## src/rtl/audio_mixer_pkg.sv

```systemverilog
// Shared constants and width helpers for the audio mixer and its neighbours.
package audio_mixer_pkg;

  function automatic int unsigned clog2(input int unsigned v);
    int unsigned r;
    r = 0;
    while ((32'd1 << r) < v) r++;
    return r;
  endfunction

  function automatic int unsigned unity_gain(input int unsigned gain_w);
    return 32'd1 << (gain_w - 1);
  endfunction

  // Wide enough that summing every channel at full scale and full gain cannot wrap
  function automatic int unsigned acc_width(input int unsigned in_w, input int unsigned gain_w,
                                            input int unsigned num_ch);
    return in_w + gain_w + 1 + clog2(num_ch);
  endfunction

  typedef enum logic [1:0] {
    ST_IDLE,
    ST_MAC,
    ST_SAT
  } mix_state_e;

endpackage

```

## src/rtl/sample_strobe_sync.sv

```systemverilog
// 2-FF synchroniser plus rising-edge detector producing a one-cycle clk32 strobe.
module sample_strobe_sync (
  input  logic clk32,
  input  logic rst,
  input  logic async_i,
  output logic strobe_o
);

  logic       s1, s2, s3;
  logic       armed;
  logic [1:0] fill;

  // armed only after a genuine low has passed the synchroniser, so a level
  // already high at reset release is not mistaken for a rising edge
  always_ff @(posedge clk32 or posedge rst) begin
    if (rst) begin
      s1       <= 1'b0;
      s2       <= 1'b0;
      s3       <= 1'b0;
      fill     <= 2'd0;
      armed    <= 1'b0;
      strobe_o <= 1'b0;
    end else begin
      s1       <= async_i;
      s2       <= s1;
      s3       <= s2;
      if (fill != 2'd2) fill <= fill + 2'd1;
      armed    <= armed | ((fill == 2'd2) & ~s2);
      strobe_o <= armed & s2 & ~s3;
    end
  end

endmodule

```

## src/rtl/audio_mixer.sv

```systemverilog
// N-channel stereo mixer: snapshot on sample strobe, shared-multiplier MAC,
// arithmetic-shift rescale and saturation to one registered stereo sample.
module audio_mixer
  import audio_mixer_pkg::*;
#(
  parameter int unsigned NUM_CH = 4,
  parameter int unsigned IN_W   = 16,
  parameter int unsigned GAIN_W = 8,
  parameter int unsigned OUT_W  = 16
) (
  input  logic                     clk32,
  input  logic                     rst,
  input  logic                     sample_clk_i,
  input  logic [NUM_CH*IN_W-1:0]   ch_data_i,
  input  logic [NUM_CH*GAIN_W-1:0] gain_i,
  input  logic [NUM_CH-1:0]        route_l_i,
  input  logic [NUM_CH-1:0]        route_r_i,
  input  logic                     mute_i,
  input  logic                     clr_flags_i,
  output logic [OUT_W-1:0]         left_o,
  output logic [OUT_W-1:0]         right_o,
  output logic                     valid_o,
  output logic                     busy_o,
  output logic                     clip_l_o,
  output logic                     clip_r_o,
  output logic                     overrun_o
);

  localparam int unsigned ACC_W  = acc_width(IN_W, GAIN_W, NUM_CH);
  localparam int unsigned PROD_W = IN_W + GAIN_W + 1;
  localparam int unsigned IDX_W  = (NUM_CH > 1) ? clog2(NUM_CH) : 1;
  localparam int unsigned UNITY  = unity_gain(GAIN_W);
  localparam int unsigned SHIFT  = clog2(UNITY);

  // Returns {clip, value}: floor-rescale by unity, then clamp to signed OUT_W
  function automatic logic [OUT_W:0] saturate(input logic signed [ACC_W-1:0] acc);
    logic signed [ACC_W-1:0] r;
    logic [ACC_W-OUT_W:0]    hi;
    r  = acc >>> SHIFT;
    hi = r[ACC_W-1:OUT_W-1];
    if ((&hi) || (~|hi)) return {1'b0, r[OUT_W-1:0]};
    else if (r[ACC_W-1]) return {1'b1, 1'b1, {(OUT_W-1){1'b0}}};
    else                 return {1'b1, 1'b0, {(OUT_W-1){1'b1}}};
  endfunction

  mix_state_e state, state_nxt;
  logic strobe;

  logic [NUM_CH*IN_W-1:0]   snap_data;
  logic [NUM_CH*GAIN_W-1:0] snap_gain;
  logic [NUM_CH-1:0]        snap_rl, snap_rr;
  logic                     snap_mute;
  logic [IDX_W-1:0]         idx;
  logic signed [ACC_W-1:0]  acc_l, acc_r;

  logic signed [IN_W-1:0]   mul_a;
  logic signed [GAIN_W:0]   mul_b;
  logic signed [PROD_W-1:0] prod;
  logic signed [ACC_W-1:0]  prod_ext;
  logic                     last_ch;
  logic [OUT_W:0]           sat_l, sat_r;

  sample_strobe_sync u_sync (
    .clk32    (clk32),
    .rst      (rst),
    .async_i  (sample_clk_i),
    .strobe_o (strobe)
  );

  // Single shared multiplier; gain is zero-extended so it stays non-negative
  always_comb begin
    mul_a    = snap_data[32'(idx)*IN_W +: IN_W];
    mul_b    = {1'b0, snap_gain[32'(idx)*GAIN_W +: GAIN_W]};
    prod     = PROD_W'(mul_a) * PROD_W'(mul_b);
    prod_ext = ACC_W'(prod);
    last_ch  = (idx == IDX_W'(NUM_CH - 1));
    sat_l    = saturate(acc_l);
    sat_r    = saturate(acc_r);
  end

  always_ff @(posedge clk32 or posedge rst) begin
    if (rst) state <= ST_IDLE;
    else     state <= state_nxt;
  end

  always_comb begin
    state_nxt = state;
    case (state)
      ST_IDLE: if (strobe) state_nxt = ST_MAC;
      ST_MAC:  if (last_ch) state_nxt = ST_SAT;
      ST_SAT:  state_nxt = ST_IDLE;
      default: state_nxt = ST_IDLE;
    endcase
  end

  always_ff @(posedge clk32 or posedge rst) begin
    if (rst) begin
      snap_data <= '0;
      snap_gain <= '0;
      snap_rl   <= '0;
      snap_rr   <= '0;
      snap_mute <= 1'b0;
      idx       <= '0;
      acc_l     <= '0;
      acc_r     <= '0;
      left_o    <= '0;
      right_o   <= '0;
      valid_o   <= 1'b0;
      busy_o    <= 1'b0;
      clip_l_o  <= 1'b0;
      clip_r_o  <= 1'b0;
      overrun_o <= 1'b0;
    end else begin
      case (state)
        ST_IDLE: if (strobe) begin
          snap_data <= ch_data_i;
          snap_gain <= gain_i;
          snap_rl   <= route_l_i;
          snap_rr   <= route_r_i;
          snap_mute <= mute_i;
          acc_l     <= '0;
          acc_r     <= '0;
          idx       <= '0;
        end
        ST_MAC: begin
          if (snap_rl[idx]) acc_l <= acc_l + prod_ext;
          if (snap_rr[idx]) acc_r <= acc_r + prod_ext;
          idx <= idx + IDX_W'(1);
        end
        ST_SAT: begin
          left_o  <= snap_mute ? '0 : sat_l[OUT_W-1:0];
          right_o <= snap_mute ? '0 : sat_r[OUT_W-1:0];
        end
        default: ;
      endcase
      valid_o   <= (state == ST_SAT);
      busy_o    <= (state_nxt != ST_IDLE);
      // sticky flags: a set in the same cycle as a clear wins
      clip_l_o  <= (clip_l_o & ~clr_flags_i) | ((state == ST_SAT) & ~snap_mute & sat_l[OUT_W]);
      clip_r_o  <= (clip_r_o & ~clr_flags_i) | ((state == ST_SAT) & ~snap_mute & sat_r[OUT_W]);
      overrun_o <= (overrun_o & ~clr_flags_i) | (strobe & (state != ST_IDLE));
    end
  end

endmodule

```

## config.mk

```make
export PLATFORM = sky130hd
export DESIGN_NAME = audio_mixer
export DESIGN_NICKNAME = d
export VERILOG_FILES = /design/src/rtl/audio_mixer_pkg.sv /design/src/rtl/sample_strobe_sync.sv /design/src/rtl/audio_mixer.sv
export SDC_FILE = /design/constraint.sdc
export NUM_CORES = 1
export LEC_CHECK = 0
export CAP_MARGIN = 10
export CORE_AREA = 2 2 179 181
export CTS_CLUSTER_SIZE = 16
export DETAILED_ROUTE_END_ITERATION = 7
export DIE_AREA = 0 0 181 183
export DONT_BUFFER_PORTS = 1
export GPL_ROUTABILITY_DRIVEN = 0
export SLEW_MARGIN = 20
export SYNTH_ARGS = -nofsm -noshare
export SYNTH_HDL_FRONTEND = slang
export SYNTH_SLANG_ARGS = --single-unit
```

## constraint.sdc

```tcl
create_clock -name clk32 -period 14.9 [get_ports clk32]
set_input_delay 2.235 -clock clk32 [delete_from_list [all_inputs] [get_ports clk32]]
set_output_delay 2.235 -clock clk32 [all_outputs]
set_load 0.02 [all_outputs]
```

## Word level (Yosys, flattened, before mapping)

Index checks and enable logic that the tools add are counted.

- Bits in registers: 207
- Input bits: 109
- Output and inout port bits: 37
- Word-level logic and storage cells: 92

- Add/subtract/negate cells: 4
- Multipliers: 1
- $lt $le $gt $ge: 1
- Eq/ne operators: 8
- Shift operators: 2
- Multiplexer cells: 20
- Bitwise operators: 18
- Reductions and logical operators: 16

Operator list:

| operator | count |
|---|---|
| one-hot mux 27 bit (2 select lines) | 2 |
| two-way mux 27 bit | 3 |
| two-way mux 16 bit | 4 |
| indexed part select 64 x 7 -> 16 bit | 1 |
| adder 27 x 25 -> 27 bit | 2 |
| two-way mux 17 bit | 2 |
| indexed part select 32 x 6 -> 8 bit | 1 |
| multiplier 16 x 9 -> 25 bit | 1 |
| bitwise AND 1 bit | 10 |
| AND reduction 5 bit | 2 |
| OR reduction 5 bit | 2 |
| one-hot mux 2 bit (2 select lines) | 2 |
| equality test 2 bit (second input constant) | 3 |
| two-way mux 2 bit | 3 |
| inequality test 2 bit (second input constant) | 3 |
| AND reduction 3 bit | 2 |
| nonzero test 2 bit | 3 |
| adder 2 x 1 -> 2 bit (second input constant) | 2 |
| binary-select mux 1 bit (select 2 bit) | 2 |
| NOT 1 bit | 4 |
| OR 1 bit | 4 |
| AND reduction 2 bit | 2 |
| less-than comparator 2 x 3 -> 1 bit (second input constant) | 1 |
| equality test 2 x 1 -> 1 bit (second input constant) | 1 |
| 5 further kinds | 8 |

## Depth between registers and ports, before layout

- Depth in word-level cells: 6
- Depth in mapped cells: 33
- Gate-level depth less buffers: 29

## Hierarchy

From an unflattened synthesis, not the netlist that was laid out.

- Cell total of the unflattened synthesis: 1734
- Area total of the unflattened synthesis: 15522.4 um^2

Modules (own cells, without submodules):

| module | instances | cells an instance | area an instance (um^2) | sequential area each (um^2) |
|---|---|---|---|---|
| audio_mixer | 1 | 1717 | 15285.9 | 5004.8 |
| sample_strobe_sync | 1 | 17 | 236.5 | 175.2 |

## Least setup slack after synthesis

No wires, ideal clock.

- Path kind: register to register
- From: register idx[1]
- To: register acc_l[24]
- Library setup time: 0.120 ns
- Data arrival time: 7.283 ns
- Required time: 14.780 ns
- Path slack: 7.498 ns
- Cell stages (with the launch flop): 29
- Path buffers: 3
- Clock period less this slack: 7.402 ns
- Path through: dfrtp_1 clkbuf_1 clkbuf_1 mux4_2 clkbuf_1 nand2_1 fa_1 inv_1 fa_1 inv_1 fa_1 fa_1 inv_1 ha_1 o21a_1 o31a_1 nor4_1 o31ai_1 xor2_1 ha_1 and3_1 o31a_1 or3_4 o21ai_2 a31oi_1 o21a_1 o21a_1 or3_1 a31o_1

- Word-level cells in the longest chain between the ends: 5
- Elaborated cells on any way between the ends: 10
- Those cells by class: 1 x add/sub; 1 x mul; 1 x eq/ne; 2 x shift; 4 x mux; 1 x reduce/logical

Ends and longest elaborated chain:

| item | RTL line | source |
|---|---|---|
| start: declaration | audio_mixer.sv:53 | `logic [IDX_W-1:0] idx;` |
| start signal: assignment | audio_mixer.sv:128 | `idx <= idx + IDX_W'(1);` |
| indexed part select 64 x 7 -> 16 bit / indexed part select 32 x 6 -> 8 bit (equally long branches) | audio_mixer.sv:72, audio_mixer.sv:73 |  |
| multiplier 16 x 9 -> 25 bit | audio_mixer.sv:74 | `prod = PROD_W'(mul_a) * PROD_W'(mul_b);` |
| adder 27 x 25 -> 27 bit | audio_mixer.sv:126 | `if (snap_rl[idx]) acc_l <= acc_l + prod_ext;` |
| two-way mux 27 bit | audio_mixer.sv:126 |  |
| one-hot mux 27 bit (2 select lines) | audio_mixer.sv:114 | `case (state)` |
| end signal: assignment | audio_mixer.sv:126 |  |
| end: declaration | audio_mixer.sv:54 | `logic signed [ACC_W-1:0] acc_l, acc_r;` |

Parallel ways exist; a longest one is shown, timed or not. The select of a mux whose other input is x is not followed.
A chain may end at the register's enable or synchronous reset.

## Worst setup path in the final report

- From: register idx[0]
- To: register acc_r[26]

- Word-level cells in the longest chain between the ends: 5
- Elaborated cells on any way between the ends: 10
- Those cells by class: 1 x add/sub; 1 x mul; 1 x eq/ne; 2 x shift; 4 x mux; 1 x reduce/logical

Ends and longest elaborated chain:

| item | RTL line | source |
|---|---|---|
| indexed part select 64 x 7 -> 16 bit / indexed part select 32 x 6 -> 8 bit (equally long branches) | audio_mixer.sv:72, audio_mixer.sv:73 |  |
| multiplier 16 x 9 -> 25 bit | audio_mixer.sv:74 |  |
| adder 27 x 25 -> 27 bit | audio_mixer.sv:127 | `if (snap_rr[idx]) acc_r <= acc_r + prod_ext;` |
| two-way mux 27 bit | audio_mixer.sv:127 |  |
| one-hot mux 27 bit (2 select lines) | audio_mixer.sv:114 |  |
| end signal: assignment | audio_mixer.sv:127 |  |
| end: declaration | audio_mixer.sv:54 |  |

Parallel ways exist; a longest one is shown, timed or not. The select of a mux whose other input is x is not followed.

==> metrics.txt <==
outcome=complete, no violations; Worst EP arrival=8.60 ns; Hold Startpoint=u_sync.s1; top cell type's share of synthesized area=0.335; DIE WIDTH=181 µm; Via density=5.42; vias in the first global route=12.0k; DRC=0; register bit total from synthesis=207; maximum clock rate=123 MHz; most frequent cells in the layout=nand2_1 (480), dfrtp_1 (206), inv_1 (186); sequential share of the synthesized area=0.335; Post-Synthesis Net Count=2066; GR Overflow Total=0; port bufs=0; Routed Antenna Nets=0; flop2flop setup slack=6.75 ns; Area Overhead vs Synth=7.61%; Hold WC Path Type=reg2reg; cell area after synthesis=0.0155 mm²; Setup CP Type=reg2reg; # IOs=146; cts bufs inserted=25; Max-cap violations=0; initial antenna violation count=0; Num Clock Sinks=207; largest cells by area after synthesis=dfrtp_1 (33%), fa_1 (13%), nand2_1 (12%), ha_1 (8.7%), inv_1 (4.5%); # Post-CTS Setup Buffers=0; final period utilization=0.547; clock-pin slew on the worst setup and hold paths=0.06 ns; number of synthesis warnings=0; fillers=2947; Core Rows=65; RSZ-0062 raised after global routing=no; Critical Path Start Type=register; Rel. slew slack=0.342; Mapped Avg Cell Area=8.87 µm²; prevailing post-synth register cell=dfrtp_1; FF-to-FF path depth=25; Final setup viols=0; area of the multi-input gates=0.00937 mm²; hold_buf cts=0; worst clock skew=0.00863 ns; synth unique cells=61; share of post-route cells with drive strength above 1=0.0524; required time of the critical path=15.35 ns; first-pass GRT wire length=61400 µm; hold path depth=0; routed length per placed instance=17.6 µm; Root Buffer=clkbuf_16; Endpoint, Worst Hold=u_sync.s2; drt first pass iters=5; Detailed Route WL=37700 µm; die area=0.0331 mm²; worst skew pair latency=0.53 ns; filler-free cell count of the finished design=2137; DR iter-0 viols=771; worst reg2reg path endpoint=acc_r[26]; largest net degree at the start of global routing=149; Final nets=2037; ant diodes=0; Final Util=0.533; Worst Tran Pin Value=0.988 ns; gr usage total=0.230; Inst Count DP=2091; Post-synth EDFFs=0; post-route minimum period=8.15 ns; Synth area leader=dfrtp_1; most common cell after layout, fill and taps aside=nand2_1; Final Hold Viols=0; Mapped Cells=1745; Reg2Reg Launch Point=idx[0]; CP Capture Type=register; Hold WS=0.347 ns; H-tree depth=1; die height=183 µm; setup TNS=0 ns; Core Region=0.0312 mm²; CTS tree=built; combined flip-flop and latch cell area=0.00518 mm²; post-CTS sizing=0; Final Max Tran Viols=0; CP max FO=29; asr flop ratio synth=1.00; HPWL Detailed=29000 µm; detailed-route via count=11.6k; clock tree buffer depth=3; initial core utilization=0.496
[how the worst max path moves through the flow]
stage,slack [ns],end,cells after the start,start
floorplan,7.01,acc_l[0],1,rst
global placement,6.85,acc_r[26],25,idx[0]
detailed placement,6.72,acc_r[26],25,idx[0]
CTS,6.69,acc_r[26],25,idx[0]
global route,6.19,acc_r[26],25,idx[0]
finish,6.75,acc_r[26],25,idx[0]
[synthesized netlist by cell type (all sizes together) (2+ instances only)]
| library cell | n |
|---|---|
| a211o | 2 |
| a211oi | 9 |
| a21bo | 2 |
| a21boi | 2 |
| a21o | 29 |
| a21oi | 58 |
| a221oi | 3 |
| a311oi | 4 |
| a31o | 3 |
| a31oi | 5 |
| and2 | 65 |
| and3 | 7 |
| buf | 11 |
| clkbuf | 53 |
| dfrtp | 207 |
| fa | 104 |
| ha | 108 |
| inv | 187 |
| mux2i | 2 |
| mux4 | 26 |
| nand2 | 481 |
| nand2b | 13 |
| nand3 | 64 |
| nand4 | 9 |
| nor2 | 36 |
| nor2b | 7 |
| nor3 | 11 |
| nor3b | 2 |
| nor4 | 4 |
| o211ai | 7 |
| o21a | 11 |
| o21ai | 106 |
| o21bai | 5 |
| o22ai | 5 |
| o31a | 2 |
| o31ai | 9 |
| o41ai | 2 |
| or2 | 6 |
| or3 | 2 |
| xnor2 | 36 |
| xor2 | 30 |
[layer usage]
metal / part of all wire / track usage / vias up
li1: - / - / 5637
met1: 0.44 / 0.295 / 5592
met2: 0.48 / 0.402 / 294
met5: 0 / 0 / -
met3: 0.048 / 0.0369 / 67
met4: 0.032 / 0.0741 / 0
[critical path, stage by stage (launching register included)]
cell and delay, ns:
dfrtp_2 0.98, mux4_2 0.79, nand2_1 0.14, fa_1 0.45, fa_1 0.56, inv_1 0.05, fa_1 0.47, inv_1 0.05
fa_1 0.47, inv_1 0.05, ha_1 0.33, o21a_1 0.14, o21ai_0 0.13, o31ai_1 0.33, a211oi_1 0.17, o31ai_1 0.54
a21o_1 0.20, a21oi_1 0.08, xnor2_1 0.40, ha_1 0.35, nor2_1 0.07, a311oi_1 0.52, a311o_1 0.28, a21oi_1 0.05
nor3b_1 0.23, mux2i_1 0.20
[metrics by stage]
stage | cell area [µm²] | setup WS, ns
2_1_floorplan | 15500 | 7.01
3_3_place_gp | 15800 | 6.85
3_5_place_dp | 15800 | 6.72
4_1_cts | 16700 | 6.69
5_1_grt | 16700 | 6.19
6_report | 16700 | 6.75
[registers in the layout (all words and copies together), names as in the netlist, 4 cells and up]
| register | count |
|---|---|
| snap_rr | 4 |
| snap_rl | 4 |
| left_o | 16 |
| acc_r | 27 |
| snap_gain | 32 |
| right_o | 16 |
| acc_l | 27 |
| snap_data | 64 |
[cells by family (layout without fill, tap and decap cells)]
group / after synthesis / after routing / share of synthesized area
multiplexers: 28 / 28 / 0.0391
AO/OA/AOI/OAI: 274 / 274 / 0.110
adder cells (fa/ha/maj): 212 / 212 / 0.222
flip-flops: 207 / 207 / 0.335
AND/OR/NAND/NOR: 707 / 707 / 0.197
buffers and inverters: 251 / 241 / 0.0610
XOR/XNOR: 66 / 66 / 0.0373
[area by class of cell]
cell class	count	share of cell area
clock inverters	9	0.00683
clock buffers	37	0.0433
well taps	402	0.0302
inverters	187	0.0429
multi-input cells	1287	0.562
flip-flops and latches	207	0.311
repair buffers	8	0.00360
Power is left out: the tool's default activity adds up to more than one toggle a clock period on the data nets, which glitch-free logic cannot reach.
